File: config.mk
export PLATFORM = sky130hd
export DESIGN_NAME = scp_mc_controller
export DESIGN_NICKNAME = d
export VERILOG_FILES = /design/src/rtl/scp_ctrl_pkg.sv /design/src/rtl/scp_down_counter.sv /design/src/rtl/scp_mc_controller.sv
export SDC_FILE = /design/constraint.sdc
export NUM_CORES = 1
export LEC_CHECK = 0
export ABC_AREA = 1
export CAP_MARGIN = 20
export CORE_UTILIZATION = 50
export DETAILED_ROUTE_END_ITERATION = 8
export PLACE_DENSITY = 0.86
export SLEW_MARGIN = 15
export SYNTH_ARGS = -nofsm -noshare
export SYNTH_HDL_FRONTEND = slang
export SYNTH_SLANG_ARGS = --single-unit
File: constraint.sdc
create_clock -name clk -period 2.45 [get_ports clk]
set_input_delay 0.49 -clock clk [delete_from_list [all_inputs] [get_ports clk]]
set_output_delay 0.49 -clock clk [all_outputs]
set_load 0.02 [all_outputs]
File: src/rtl/scp_ctrl_pkg.sv
// rtl/scp_ctrl_pkg.sv - shared encodings for the multi-cycle SCP controller
// Contents:
//   op_e      decoded opcode (OP_ILL stands for any undefined opcode)
//   state_e   controller state encoding
//   control-output encodings for AcSel, ShiftDir, IOMemSel, AddSub
//   helpers   classify an opcode as read / write / IO access
package scp_ctrl_pkg;

  typedef enum logic [3:0] {
    OP_NOP   = 4'd0,
    OP_LOAD  = 4'd1,
    OP_STORE = 4'd2,
    OP_IN    = 4'd3,
    OP_OUT   = 4'd4,
    OP_ADD   = 4'd5,
    OP_SUB   = 4'd6,
    OP_SHL   = 4'd7,
    OP_SHR   = 4'd8,
    OP_ILL   = 4'd15
  } op_e;

  typedef enum logic [2:0] {
    ST_IDLE  = 3'd0,
    ST_MEM   = 3'd1,
    ST_WB    = 3'd2,
    ST_SHIFT = 3'd3,
    ST_DONE  = 3'd4
  } state_e;

  localparam logic ACSEL_ALU   = 1'b0;
  localparam logic ACSEL_MEM   = 1'b1;
  localparam logic SHDIR_LEFT  = 1'b0;
  localparam logic SHDIR_RIGHT = 1'b1;
  localparam logic IOSEL_MEM   = 1'b0;
  localparam logic IOSEL_IO    = 1'b1;
  localparam logic ALU_ADD     = 1'b0;
  localparam logic ALU_SUB     = 1'b1;

  function automatic logic op_is_read(input op_e op);
    return (op == OP_LOAD) || (op == OP_IN) || (op == OP_ADD) || (op == OP_SUB);
  endfunction

  function automatic logic op_is_write(input op_e op);
    return (op == OP_STORE) || (op == OP_OUT);
  endfunction

  function automatic logic op_is_io(input op_e op);
    return (op == OP_IN) || (op == OP_OUT);
  endfunction

endpackage

File: src/rtl/scp_down_counter.sv
// rtl/scp_down_counter.sv - loadable down counter with zero/one flags
// Ports:
//   clk, rst_n   clock, asynchronous active-low reset
//   load         load load_val (has priority over dec)
//   load_val     value to load
//   dec          decrement by one; saturates at zero
//   zero, one    count == 0, count == 1
module scp_down_counter #(
  parameter int W = 8
) (
  input  logic         clk,
  input  logic         rst_n,
  input  logic         load,
  input  logic [W-1:0] load_val,
  input  logic         dec,
  output logic         zero,
  output logic         one
);

  logic [W-1:0] cnt;

  always_ff @(posedge clk or negedge rst_n) begin
    if (!rst_n) begin
      cnt <= '0;
    end else if (load) begin
      cnt <= load_val;
    end else if (dec && (cnt != '0)) begin
      cnt <= cnt - W'(1);
    end
  end

  assign zero = (cnt == '0);
  assign one  = (cnt == W'(1));

endmodule

File: src/rtl/scp_mc_controller.sv
// rtl/scp_mc_controller.sv - multi-cycle controller for the 32-bit accumulator processor
// Optional feature macro: SCP_MEM_TIMEOUT_EN (memory-wait timeout with busErr)
// Ports:
//   clk, rst_n                    clock, asynchronous active-low reset
//   instrValid/instrReady         instruction handshake; ready only in IDLE
//   opCode [OPW], shAmt [SHW]     instruction opcode and shift count
//   memReady                      memory/IO completes current Rd/Wr
//   start                         instruction in flight
//   AddSub, LoadAcc, AcSel        ALU op, accumulator load strobe and source
//   Rd, Wr, IOMemSel              memory/IO request and target
//   Shift, ShiftDir               one-bit shift strobe and direction
//   done, illegal, busErr         completion pulse and its qualifiers
module scp_mc_controller
  import scp_ctrl_pkg::*;
#(
  parameter int OPW    = 4,
  parameter int SHW    = 5,
  parameter int TO_CYC = 255
) (
  input  logic           clk,
  input  logic           rst_n,
  input  logic           instrValid,
  output logic           instrReady,
  input  logic [OPW-1:0] opCode,
  input  logic [SHW-1:0] shAmt,
  input  logic           memReady,
  output logic           start,
  output logic           AddSub,
  output logic           LoadAcc,
  output logic           AcSel,
  output logic           Rd,
  output logic           Wr,
  output logic           IOMemSel,
  output logic           Shift,
  output logic           ShiftDir,
  output logic           done,
  output logic           illegal,
  output logic           busErr
);

  // One counter serves both shift counting and the memory timeout, so it
  // must hold the larger of the two ranges.
  localparam int TOW = $clog2(TO_CYC + 1);
  localparam int CW  = (SHW > TOW) ? SHW : TOW;

  state_e        state_q, state_d;
  op_e           op_q, op_in;
  logic [31:0]   op_ext;
  logic          accept;
  logic          cnt_load, cnt_dec, cnt_zero, cnt_one;
  logic [CW-1:0] cnt_val;
`ifdef SCP_MEM_TIMEOUT_EN
  logic          to_err, bus_err_q;
`endif

  // Any opcode above SHR, including non-zero upper bits, is illegal.
  always_comb begin
    op_ext = 32'(opCode);
    if (op_ext > 32'd8) op_in = OP_ILL;
    else                op_in = op_e'(op_ext[3:0]);
  end

  scp_down_counter #(.W(CW)) u_cnt (
    .clk      (clk),
    .rst_n    (rst_n),
    .load     (cnt_load),
    .load_val (cnt_val),
    .dec      (cnt_dec),
    .zero     (cnt_zero),
    .one      (cnt_one)
  );

  always_ff @(posedge clk or negedge rst_n) begin
    if (!rst_n) begin
      state_q   <= ST_IDLE;
      op_q      <= OP_NOP;
`ifdef SCP_MEM_TIMEOUT_EN
      bus_err_q <= 1'b0;
`endif
    end else begin
      state_q   <= state_d;
      if (accept) op_q <= op_in;
`ifdef SCP_MEM_TIMEOUT_EN
      // to_err only fires on the MEM->DONE edge, so this is high in DONE only.
      bus_err_q <= to_err;
`endif
    end
  end

  always_comb begin
    state_d  = state_q;
    accept   = 1'b0;
    cnt_load = 1'b0;
    cnt_val  = '0;
    cnt_dec  = 1'b0;
`ifdef SCP_MEM_TIMEOUT_EN
    to_err   = 1'b0;
`endif
    case (state_q)
      ST_IDLE: begin
        if (instrValid) begin
          accept = 1'b1;
          case (op_in)
            OP_LOAD, OP_STORE, OP_IN, OP_OUT, OP_ADD, OP_SUB: begin
              state_d  = ST_MEM;
`ifdef SCP_MEM_TIMEOUT_EN
              cnt_load = 1'b1;
              cnt_val  = CW'(TO_CYC);
`endif
            end
            OP_SHL, OP_SHR: begin
              if (shAmt != '0) begin
                state_d  = ST_SHIFT;
                cnt_load = 1'b1;
                cnt_val  = CW'(shAmt);
              end else begin
                state_d  = ST_DONE;
              end
            end
            default: state_d = ST_DONE;
          endcase
        end
      end
      ST_MEM: begin
        // memReady has priority over the timeout expiring in the same cycle.
        if (memReady) begin
          state_d = op_is_write(op_q) ? ST_DONE : ST_WB;
        end
`ifdef SCP_MEM_TIMEOUT_EN
        else if (cnt_one || cnt_zero) begin
          state_d = ST_DONE;
          to_err  = 1'b1;
        end else begin
          cnt_dec = 1'b1;
        end
`endif
      end
      ST_WB:    state_d = ST_DONE;
      ST_SHIFT: begin
        // Leaving at count 1 yields exactly shAmt strobes.
        cnt_dec = 1'b1;
        if (cnt_one || cnt_zero) state_d = ST_DONE;
      end
      ST_DONE:  state_d = ST_IDLE;
      default:  state_d = ST_IDLE;
    endcase
  end

  always_comb begin
    instrReady = (state_q == ST_IDLE);
    start      = (state_q != ST_IDLE);
    Rd         = 1'b0;
    Wr         = 1'b0;
    IOMemSel   = IOSEL_MEM;
    LoadAcc    = 1'b0;
    AcSel      = ACSEL_ALU;
    AddSub     = ALU_ADD;
    Shift      = 1'b0;
    ShiftDir   = SHDIR_LEFT;
    done       = 1'b0;
    illegal    = 1'b0;
    case (state_q)
      ST_MEM: begin
        Rd       = op_is_read(op_q);
        Wr       = op_is_write(op_q);
        IOMemSel = op_is_io(op_q) ? IOSEL_IO : IOSEL_MEM;
      end
      ST_WB: begin
        LoadAcc = 1'b1;
        AcSel   = ((op_q == OP_LOAD) || (op_q == OP_IN)) ? ACSEL_MEM : ACSEL_ALU;
        AddSub  = (op_q == OP_SUB) ? ALU_SUB : ALU_ADD;
      end
      ST_SHIFT: begin
        Shift    = 1'b1;
        ShiftDir = (op_q == OP_SHR) ? SHDIR_RIGHT : SHDIR_LEFT;
      end
      ST_DONE: begin
        done    = 1'b1;
        illegal = (op_q == OP_ILL);
      end
      default: ;
    endcase
  end

`ifdef SCP_MEM_TIMEOUT_EN
  assign busErr = bus_err_q;
`else
  assign busErr = 1'b0;
`endif

endmodule
==> metrics.log <==
[metrics] outcome: completed
[metrics] max-slew violation total from the final report: 0
[metrics] sort of element at the end of the critical path: output pin
[metrics] Hold Crit Start: u_cnt.cnt[1]
[metrics] master cell of the clock root buffer: clkbuf_4
[metrics] final layout net count: 220
[metrics] mean number of vias per cell: 5.17
[metrics] share of the cycle needed by the critical path after routing: 95.5%
[metrics] detailed-router iteration count before antenna repair: 4
[metrics] post-synthesis cell area: 0.00117 mm2
[metrics] measured slew at the worst slew-check pin: 688 ps
[metrics] Ant. Diodes: 0
[metrics] final sum of negative setup slack: 0 ps
[metrics] HPWL after detailed placement: 2110 um
[metrics] Worst IR Drop VDD: 0.545 mV
[metrics] type of origin of the critical path: flop
[metrics] register area share after synthesis: 32.1%
[metrics] vias in the first global route: 1,139
[metrics] number of buffer cells added on primary ports: 24
[metrics] horizontal extent of the die: 50.3 um
[metrics] initial core utilization: 52.8%
[metrics] power density of the placed cells: 996 mW/mm2
[metrics] sink of the worst hold path: u_cnt.cnt[1]
[metrics] All-Layer GR Usage: 24.0%
[metrics] deepest level of the CTS H-tree: 1
[metrics] number of cells traversed by the worst hold path: 2
[metrics] antenna violations before repair: 0
[metrics] Cell variety after synth: 30
[metrics] critical path required time: 1960 ps
[metrics] global routing's busiest layer: met2
[metrics] net count of the mapped netlist: 191
[metrics] most used cells in the layout excluding fill and tap cells: nand2_1 (46), inv_1 (31), clkdlybuf4s50_1 (21), nand3_1 (20), nor2_1 (19)
[metrics] count of standard-cell rows: 17
[metrics] Pleak: 0.773 nW
[metrics] terminus of the critical flop-to-flop path: u_cnt.cnt[2]
[metrics] crit-path max cell delay: 610 ps
[metrics] gp weighted congestion: 0.864
[metrics] flop and latch count out of synthesis: 15
[metrics] Power, Total: 1.48 mW
[metrics] worst-case register-to-register setup slack: 900 ps
[metrics] Placeable Area: 0.00221 mm2
[metrics] total vias in the final route: 1,194
[metrics] setup repair after global routing missed its margin: no
[metrics] CTS sink cnt: 15
[metrics] crit-path cells: nor2_2 -> nand2_1 -> nor2_1 -> clkdlybuf4s50_1
[metrics] Die ar.: 0.00253 mm2
[metrics] Tightest Hold Check Type: reg -> reg
[metrics] number of design-rule violations left by the first detailed-router iteration: 22
[metrics] Ys Warns: 0
[metrics] number of buffers added by the clock tree synthesis step: 3
[metrics] Arr. time, crit path: 1850 ps
[metrics] first-pass GRT wire length: 4600 um
[metrics] buffers inserted during post-CTS setup optimization: 0
[metrics] slowest library cell on the worst path: clkdlybuf4s50_1
[metrics] Mapped Avg Cell Area: 6.68 um2
[metrics] Routed WL per cell: 11.4 um
[metrics] R2R Path Start: state_q[2]
[metrics] highest fanout seen on the critical path: 4
[metrics] worst reg2reg path depth: 7
[metrics] clock tree from TritonCTS: done
[metrics] count of antenna-violating nets left after detailed routing: 0
[metrics] met1 usage in global routing: 29.4%
[metrics] global routing usage on met2: 41.3%
[metrics] WS Path Type: reg -> out
[metrics] clock insertion delay at the later pin of the skew report: 290 ps
[metrics] WL final: 2640 um
[metrics] commonest non-fill, non-tap cell in the layout: nand2_1
[metrics] total setup violations reported at the end of the flow: 0
[metrics] total grt overflow: 0
[metrics] Clock Path Buffers: 2
[metrics] boundary pin count: 26
[metrics] layout-stage area growth over the synthesis result: 26.9%
[metrics] number of hold violations in the final report: 0
[metrics] height of the die: 50.3 um
[metrics] clock-pin transition on the worst setup and hold timing paths: 90 ps
[metrics] max_cap viols: 0
[metrics] worst slew margin relative to its limit: 54.0%
[metrics] final routed DRC violation total: 0
[metrics] layout cells sized above 1: 7.88%
[metrics] maximum clock rate: 427 MHz
[metrics] Clock Skew: 4.70 ps
[metrics] met3 GRT Util: 2.73%
[metrics] time the final worst path needs with I/O delays and setup: 2340 ps
[metrics] hold buffer count at cts: 0
[metrics] maximum number of pins on one net before global-route repair: 16
[metrics] Cells after Synth: 175
==> final cells by class <==
type                            instances  area (um2)
Tap cell                               28        35.0
Inverter                               33         126
Clock buffer                            4        26.3
Fill cell                             193         729
Multi-Input combinational cell        126         666
Sequential cell                        15         378
Timing Repair Buffer                   25         251
==> synth_stat cells <==
cell type	n	share of area (%)
nand2_1	46	15
inv_1	31	10
nand3_1	20	8.6
nor2_1	19	6.1
dfrtp_1	15	32
o21ai_0	7	3.0
a21oi_1	5	2.1
nand4_1	5	2.7
ha_1	3	3.2
nor3_1	2	0.86
o21ai_1	2	0.86
xor2_1	2	1.5
a31oi_1	1	0.54
buf_4	1	0.64
conb_1	1	0.32
inv_2	1	0.32
inv_4	1	0.54
nand2_2	1	0.54
nand3_2	1	0.86
nand3b_1	1	0.64
nand4_4	1	1.8
nor2_2	1	0.54
nor2_4	1	0.96
nor2_8	1	1.7
nor3_2	1	0.86
nor3_4	1	1.4
nor4_1	1	0.54
o21a_1	1	0.64
o21bai_1	1	0.64
xnor2_1	1	0.75
==> state kept, by name, summed over array words and instances, names as in the netlist <==
name and flops:
op_q 4, state_q 3, u_cnt.cnt 8
==> layer usage <==
metal / share of wire, % / vias to the layer above / routed length, um
li1: - / 611 / -
met1: 44 / 551 / 1170
met2: 50 / 27 / 1330
met3: 3.3 / 5 / 87
met4: 2.1 / 0 / 55
met5: 0 / - / 0
==> power breakdown <==
part           switching, mW  internal, mW
clock                 0.0864        0.0635
sequential             0.129         0.359
combinational          0.509         0.331
total                  0.724         0.753
==> logic make-up after synthesis <==
kind of cell             Yosys count  share of synthesized area [%]
AND/OR/NAND/NOR                  102                           42.8
buffers and inverters             34                           11.5
AO/OA/AOI/OAI                     17                           7.82
flip-flops                        15                           32.1
XOR/XNOR                           3                           2.25
adder cells (fa/ha/maj)            3                           3.21
other                              1                          0.321
==> worst max-delay path by stage <==
stage / to / start / slack [ps] / depth (start not counted)
after floorplan: illegal / state_q[2] / 740 / 2
after global placement: Wr / state_q[2] / 410 / 4
after detailed placement: Wr / state_q[0] / 330 / 5
after CTS: Rd / state_q[0] / 20 / 5
after global routing: ShiftDir / state_q[2] / 5 / 4
final: ShiftDir / state_q[2] / 110 / 4
==> worst max-delay path: cells and delay by family (launching register included) <==
kind,cells,cell delay [ps]
buf+inv,1,610
simple gates,3,480
flops,1,470
==> what timing repair did <==
item	in CTS	in global routing
cloned	0	0
setup endpoints to repair	1	3
resized for setup	1	5
==> stage by stage <==
| step | hold WS (ps) | std cells | setup slack, ps | util, % | area (um2) |
|---|---|---|---|---|---|
| floorplan | 194 | 175 | 735 | - | 1170 |
| global placement | 459 | 227 | 407 | 65.3 | 1440 |
| detailed placement | 470 | 227 | 333 | 65.3 | 1440 |
| CTS | 492 | 231 | 20.1 | 66.4 | 1470 |
| global route | 531 | 231 | 4.60 | 67.0 | 1480 |
| finish | 487 | 231 | 110 | 67.0 | 1480 |
(Power assumes the default switching activity.)
